$ cat src/rtl/id_ex_stage_pkg.sv
// Shared constants and types for the ID/EX stage: default widths, the decoded
// control-bit bundle and its bubble encoding.
package id_ex_stage_pkg;

  localparam int XLEN_DEFAULT           = 32;
  localparam int REG_ADDR_WIDTH_DEFAULT = 5;
  localparam int CNT_WIDTH_DEFAULT      = 16;
  localparam int CTRL_WIDTH             = 6;
  localparam int NUM_EVENT_CNT          = 2;

  // Bit order, MSB first: {ALUSrc, MemtoReg, RegWrite, MemRead, MemWrite, Branch}
  typedef struct packed {
    logic alu_src;
    logic memto_reg;
    logic reg_write;
    logic mem_read;
    logic mem_write;
    logic branch;
  } ctrl_t;

  localparam ctrl_t CTRL_BUBBLE = '0;

  // Event counter slots
  localparam int CNT_STALL = 0;
  localparam int CNT_FLUSH = 1;

endpackage

$ cat src/rtl/id_ex_stage_hazard_detect.sv
// Load-use hazard comparator: a load sitting in EX whose destination is read
// by the instruction in ID forces a one-cycle stall.
module id_ex_stage_hazard_detect #(
  parameter int REG_ADDR_WIDTH = 5
) (
  input  logic                      ex_valid,
  input  logic                      ex_mem_read,
  input  logic [REG_ADDR_WIDTH-1:0] ex_rd,
  input  logic                      id_valid,
  input  logic [REG_ADDR_WIDTH-1:0] id_rs1,
  input  logic [REG_ADDR_WIDTH-1:0] id_rs2,
  output logic                      hazard_stall
);

  logic rd_nonzero;
  logic rs_match;

  assign rd_nonzero = (ex_rd != '0);
  // rs2 is compared regardless of instruction format; a spurious stall is
  // cheaper than decoding the format here.
  assign rs_match   = (ex_rd == id_rs1) || (ex_rd == id_rs2);

  assign hazard_stall = ex_valid & ex_mem_read & rd_nonzero & id_valid & rs_match;

endmodule

$ cat src/rtl/id_ex_stage.sv
// ID/EX pipeline register with load-use stall generation, bubble insertion on
// stall or EX flush, and saturating stall/flush event counters.
module id_ex_stage
  import id_ex_stage_pkg::*;
#(
  parameter int XLEN           = XLEN_DEFAULT,
  parameter int REG_ADDR_WIDTH = REG_ADDR_WIDTH_DEFAULT,
  parameter int CNT_WIDTH      = CNT_WIDTH_DEFAULT
) (
  input  logic                      clk,
  input  logic                      rst,
  input  logic                      id_valid,
  input  logic                      id_ALUSrc,
  input  logic                      id_MemtoReg,
  input  logic                      id_RegWrite,
  input  logic                      id_MemRead,
  input  logic                      id_MemWrite,
  input  logic                      id_Branch,
  input  logic [XLEN-1:0]           id_pc,
  input  logic [XLEN-1:0]           id_rs1_data,
  input  logic [XLEN-1:0]           id_rs2_data,
  input  logic [XLEN-1:0]           id_imm,
  input  logic [REG_ADDR_WIDTH-1:0] id_rs1,
  input  logic [REG_ADDR_WIDTH-1:0] id_rs2,
  input  logic [REG_ADDR_WIDTH-1:0] id_rd,
  input  logic [3:0]                id_funct,
  input  logic                      ex_flush,
  output logic                      hazard_stall,
  output logic                      pc_write,
  output logic                      if_id_write,
  output logic                      ex_valid,
  output logic                      ex_ALUSrc,
  output logic                      ex_MemtoReg,
  output logic                      ex_RegWrite,
  output logic                      ex_MemRead,
  output logic                      ex_MemWrite,
  output logic                      ex_Branch,
  output logic [XLEN-1:0]           ex_pc,
  output logic [XLEN-1:0]           ex_rs1_data,
  output logic [XLEN-1:0]           ex_rs2_data,
  output logic [XLEN-1:0]           ex_imm,
  output logic [REG_ADDR_WIDTH-1:0] ex_rs1,
  output logic [REG_ADDR_WIDTH-1:0] ex_rs2,
  output logic [REG_ADDR_WIDTH-1:0] ex_rd,
  output logic [3:0]                ex_funct,
  output logic [CNT_WIDTH-1:0]      stall_count,
  output logic [CNT_WIDTH-1:0]      flush_count
);

  localparam logic [CNT_WIDTH-1:0] CNT_ONE = 1;

  ctrl_t                      id_ctrl;
  logic                       insert_bubble;

  logic                       ex_valid_reg,  ex_valid_next;
  ctrl_t                      ex_ctrl_reg,   ex_ctrl_next;
  logic [XLEN-1:0]            ex_pc_reg,     ex_pc_next;
  logic [XLEN-1:0]            ex_rs1_data_reg, ex_rs1_data_next;
  logic [XLEN-1:0]            ex_rs2_data_reg, ex_rs2_data_next;
  logic [XLEN-1:0]            ex_imm_reg,    ex_imm_next;
  logic [REG_ADDR_WIDTH-1:0]  ex_rs1_reg,    ex_rs1_next;
  logic [REG_ADDR_WIDTH-1:0]  ex_rs2_reg,    ex_rs2_next;
  logic [REG_ADDR_WIDTH-1:0]  ex_rd_reg,     ex_rd_next;
  logic [3:0]                 ex_funct_reg,  ex_funct_next;

  logic [NUM_EVENT_CNT-1:0]   cnt_event;
  logic [CNT_WIDTH-1:0]       cnt_reg [NUM_EVENT_CNT];

  assign id_ctrl = {id_ALUSrc, id_MemtoReg, id_RegWrite, id_MemRead, id_MemWrite, id_Branch};

  id_ex_stage_hazard_detect #(
    .REG_ADDR_WIDTH (REG_ADDR_WIDTH)
  ) u_hazard_detect (
    .ex_valid     (ex_valid_reg),
    .ex_mem_read  (ex_ctrl_reg.mem_read),
    .ex_rd        (ex_rd_reg),
    .id_valid     (id_valid),
    .id_rs1       (id_rs1),
    .id_rs2       (id_rs2),
    .hazard_stall (hazard_stall)
  );

  // During a flush the PC mux takes the branch redirect over pc_write, so the
  // stall is allowed to keep pc_write low in that cycle.
  assign pc_write      = ~hazard_stall;
  assign if_id_write   = ~hazard_stall;
  assign insert_bubble = ex_flush | hazard_stall;

  always_comb begin
    ex_valid_next    = 1'b0;
    ex_ctrl_next     = CTRL_BUBBLE;
    ex_pc_next       = '0;
    ex_rs1_data_next = '0;
    ex_rs2_data_next = '0;
    ex_imm_next      = '0;
    ex_rs1_next      = '0;
    ex_rs2_next      = '0;
    ex_rd_next       = '0;
    ex_funct_next    = '0;
    if (!insert_bubble) begin
      ex_valid_next    = id_valid;
      ex_ctrl_next     = id_valid ? id_ctrl : CTRL_BUBBLE;
      ex_pc_next       = id_pc;
      ex_rs1_data_next = id_rs1_data;
      ex_rs2_data_next = id_rs2_data;
      ex_imm_next      = id_imm;
      ex_rs1_next      = id_rs1;
      ex_rs2_next      = id_rs2;
      ex_rd_next       = id_rd;
      ex_funct_next    = id_funct;
    end
  end

  always_ff @(posedge clk) begin
    if (rst) begin
      ex_valid_reg    <= 1'b0;
      ex_ctrl_reg     <= CTRL_BUBBLE;
      ex_pc_reg       <= '0;
      ex_rs1_data_reg <= '0;
      ex_rs2_data_reg <= '0;
      ex_imm_reg      <= '0;
      ex_rs1_reg      <= '0;
      ex_rs2_reg      <= '0;
      ex_rd_reg       <= '0;
      ex_funct_reg    <= '0;
    end else begin
      ex_valid_reg    <= ex_valid_next;
      ex_ctrl_reg     <= ex_ctrl_next;
      ex_pc_reg       <= ex_pc_next;
      ex_rs1_data_reg <= ex_rs1_data_next;
      ex_rs2_data_reg <= ex_rs2_data_next;
      ex_imm_reg      <= ex_imm_next;
      ex_rs1_reg      <= ex_rs1_next;
      ex_rs2_reg      <= ex_rs2_next;
      ex_rd_reg       <= ex_rd_next;
      ex_funct_reg    <= ex_funct_next;
    end
  end

  // A stall that coincides with a flush is not a stall: the flush bubble wins.
  assign cnt_event[CNT_STALL] = hazard_stall & ~ex_flush;
  assign cnt_event[CNT_FLUSH] = ex_flush;

  generate
    for (genvar gi = 0; gi < NUM_EVENT_CNT; gi++) begin : g_event_cnt
      always_ff @(posedge clk) begin
        if (rst) begin
          cnt_reg[gi] <= '0;
        end else if (cnt_event[gi] && (cnt_reg[gi] != '1)) begin
          cnt_reg[gi] <= cnt_reg[gi] + CNT_ONE;
        end
      end
    end
  endgenerate

  assign stall_count = cnt_reg[CNT_STALL];
  assign flush_count = cnt_reg[CNT_FLUSH];

  assign ex_valid    = ex_valid_reg;
  assign ex_ALUSrc   = ex_ctrl_reg.alu_src;
  assign ex_MemtoReg = ex_ctrl_reg.memto_reg;
  assign ex_RegWrite = ex_ctrl_reg.reg_write;
  assign ex_MemRead  = ex_ctrl_reg.mem_read;
  assign ex_MemWrite = ex_ctrl_reg.mem_write;
  assign ex_Branch   = ex_ctrl_reg.branch;
  assign ex_pc       = ex_pc_reg;
  assign ex_rs1_data = ex_rs1_data_reg;
  assign ex_rs2_data = ex_rs2_data_reg;
  assign ex_imm      = ex_imm_reg;
  assign ex_rs1      = ex_rs1_reg;
  assign ex_rs2      = ex_rs2_reg;
  assign ex_rd       = ex_rd_reg;
  assign ex_funct    = ex_funct_reg;

endmodule

$ cat config.mk
export PLATFORM = sky130hd
export DESIGN_NAME = id_ex_stage
export DESIGN_NICKNAME = d
export VERILOG_FILES = /design/src/rtl/id_ex_stage_pkg.sv /design/src/rtl/id_ex_stage_hazard_detect.sv /design/src/rtl/id_ex_stage.sv
export SDC_FILE = /design/constraint.sdc
export NUM_CORES = 1
export LEC_CHECK = 0
export BUFFER_PORTS_ARGS = -buffer_cell sky130_fd_sc_hd__buf_2
export CAP_MARGIN = 20
export CORE_AREA = 2 2 136 138
export DETAILED_ROUTE_END_ITERATION = 16
export DIE_AREA = 0 0 138 140
export PLACE_DENSITY = 0.68
export REMOVE_ABC_BUFFERS = 1
export SLEW_MARGIN = 30
export SYNTH_ARGS = -nofsm -noshare
export SYNTH_HDL_FRONTEND = slang
export SYNTH_SLANG_ARGS = --single-unit
$ cat constraint.sdc
create_clock -name clk -period 4.6 [get_ports clk]
set_input_delay 0.92 -clock clk [delete_from_list [all_inputs] [get_ports clk]]
set_output_delay 0.92 -clock clk [all_outputs]
set_load 0.05 [all_outputs]
==> reports/qor.csv <==
stage,metric,value,unit
run_status,status,completed,
worst_setup_path,required,3.68,ns
clocking,cts_num_sinks,186,
route,via_per_inst,4.767,
worst_setup_path,crit_slowest_cell,o22ai_4,
timing,hold_ws,0.6530,ns
floorplanning,die_h,140,microns
timing,finalClockSkew,0.01140,ns
timing,tightestPinTransition,0.9414,ns
timing,final-hold-violation-count,0,
clocking,h-tree-depth,4,
logic_synthesis,synthSimpleGateAreaFrac,0.1692,
timing,slew_viol_final,0,
pwr,ir_drop,0.2412,mV
clocking,cts_hold_buf,0,
floorplanning,dieArea,19320,sq um
worst_setup_path,rr_startpoint,ex_rd[0],
worst_setup_path,max_stage_delay,0.50,ns
clocking,clock_path_buffers,2,
timing,rsz0062_at_grt,no,
logic_synthesis,async_flop_share,0,
route,postRouteAntennaNets,0,
global_routing,grt_start_max_net_pins,105,
placed_design,portBuffers,345,
cells_and_area,area_growth,37.36,%
min_path,hold_end,cnt_reg[1][0],
logic_synthesis,yosysSeqAreaShare,0.6124,
worst_setup_path,crit_arrival,2.35,ns
logic_synthesis,synth_edf_count,32,
clocking,cts_setup_buffers,0,
worst_setup_path,r2r-end,ex_rs2_data[27],
cells_and_area,layout_common_cells,"buf_2 (345), nand2_1 (160), a21oi_1 (156), dfxtp_1 (154), edfxtp_1 (32)",
logic_synthesis,yosys_warnings,0,
logic_synthesis,synth-xor-area-share,0.04642,
timing,fmax,305.5,MHz
logic_synthesis,synth_fa_ha_area_frac,0.003789,
timing,fin_crit,3.273,ns
clocking,cts_tree,done,
logic_synthesis,synthMuxAreaShare,0,
route,routed_wl,18480,microns
global_routing,grt_pass1_wl,29420,microns
floorplanning,coreArea,17780,sq um
worst_setup_path,crit_chain,"buf_2, xnor2_1, nand3_1, o22ai_4, nand2_1, buf_2",
route,dr.pass1.iters,5,
min_path,hold_depth,1,
cells_and_area,final_cells,1255,
worst_setup_path,crit_top_cell,buf_2,
global_routing,overflow,0,
floorplanning,die_w,138,microns
cells_and_area,final_common_cell,buf_2,
global_routing,first_global_vias,5845,
worst_setup_path,worstSetupPathType,input port to output port,
global_routing,groute.usage.overall,0.1876,
pwr,p_leak,0.004283,uW
worst_setup_path,rrSetupSlack,2.18,ns
route,routed-via-count,5982,
route,drc,0,
worst_setup_path,ff2ff_path_depth,5,
worst_setup_path,worstSetupEndpointType,output port,
cells_and_area,nNetsFinal,1170,
logic_synthesis,synth_top_family_by_area,simple AND/OR/NAND/NOR gates,
clocking,clk-insertion-delay-late,0.43,ns
placed_design,dpl_cell_area,8467,sq um
clocking,ctsResizeCount,0,
floorplanning,floorplan.initialDensity,0.3714,
logic_synthesis,synth_area,6604,sq um
clocking,clkTransAtPathRegs,0.07,ns
logic_synthesis,ys_seq_elements,186,
worst_setup_path,cp-start-kind,input port,
logic_synthesis,ys.flop_type,dfxtp_1,
global_routing,antenna_found_initial,4,
worst_setup_path,crit_fanout,20,
clocking,numCtsBuffers,17,
placed_design,place_inst,1220,
cells_and_area,drive_gt1_frac,0.3877,
logic_synthesis,synth_compound_area_frac,0.1279,
logic_synthesis,postSynthCellCount,697,
pwr,power_density,408.2,nW/um^2
timing,slew_headroom,0.3724,
placed_design,place.gp.congestion,0.8653,
min_path,min_from,cnt_reg[1][0],
logic_synthesis,synth_cell_types,36,
route,routedWlPerCell,14.73,microns
placed_design,hpwl,12880,microns
clocking,cts-root-buf,clkbuf_16,
floorplanning,rows,49,
timing,finalSetupViolations,0,
cells_and_area,final_cell_area,9071,sq um
min_path,holdCritPathClass,flop to flop,
logic_synthesis,syn_area_per_cell,9.475,sq um
run,maxCapViolCount,0,
floorplanning,io_pins,346,
cells_and_area,final_core_util,0.5102,
route,drt_iter0_drc,260,
timing,post-route-period-util,0.7115,
## layer usage
metal	vias up	share of wire	global-route usage
li1	2982	-	-
met1	2685	0.40	0.2203
met2	267	0.47	0.3028
met3	44	0.091	0.07214
met4	4	0.031	0.09076
met5	-	0.0017	0
## final cells by class
cell class                      instances  area [sq um]
Antenna cell                            2         5.005
Tap cell                              229         286.5
Inverter                                6         22.52
Sequential cell                       186          4044
Multi-Input combinational cell        448          2326
Clock inverter                         13         118.9
Timing Repair Buffer                  352          1815
Fill cell                            1677          8708
Clock buffer                           19         452.9
## worst max path at each step
stage                     startpoint          end  slack (ns)  cells past startpoint
after floorplan            id_rs2[4]  if_id_write       -6.26                      4
after global placement     id_rs2[0]  if_id_write        1.32                      6
after detailed placement   id_rs1[0]     pc_write        1.33                      6
after CTS                  id_rs1[0]     pc_write        1.31                      6
after global routing       id_rs1[4]  if_id_write        1.16                      6
final                      id_rs1[0]     pc_write        1.33                      6
## Yosys cell counts, types with 3 or more instances
cell type    n  area share
edfxtp_1    32        0.15
buf_1       11      0.0063
nor3b_1     16       0.018
a21oi_1    157        0.12
inv_1        6      0.0034
nor4_1       6      0.0057
nor2_1      20       0.011
nand3_1     17       0.013
nor3_1       5      0.0038
nand2_1    160       0.091
dfxtp_1    154        0.47
xnor2_1     27       0.036
nand4_1      7      0.0066
and2_1       3      0.0028
buf_2       15       0.011
clkbuf_1    29       0.016
xor2_1       8       0.011
## critical path, delay by kind of cell
family / cells / cell delay [ns]
xor+xnor: 1 / 0.15
buf+inv: 2 / 0.39
simple gates: 2 / 0.39
compound gates: 1 / 0.50
## cells by family after synthesis
| kind of cell | Yosys count |
|---|---|
| AO/OA/AOI/OAI | 165 |
| XOR/XNOR | 35 |
| adder cells (fa/ha/maj) | 2 |
| buffers and inverters | 63 |
| flip-flops | 186 |
| AND/OR/NAND/NOR | 246 |
## through the flow
stage / total power, uW / setup TNS (ns) / setup WS, ns
5_1_grt: 3845 / 0 / 1.160
4_1_cts: 3740 / 0 / 1.314
3_3_place_gp: 2309 / 0 / 1.322
2_1_floorplan: 2147 / -572.56 / -6.260
3_5_place_dp: 2312 / 0 / 1.328
6_report: 3703 / 0 / 1.327
## report_power, final
part | switching (uW) | leakage, uW | internal (uW)
Clock | 681 | 0.000280 | 746
Combinational | 380 | 0.00240 | 141
Sequential | 34.1 | 0.00161 | 1720
Total | 1090 | 0.00428 | 2610
(Power assumes the default switching activity.)
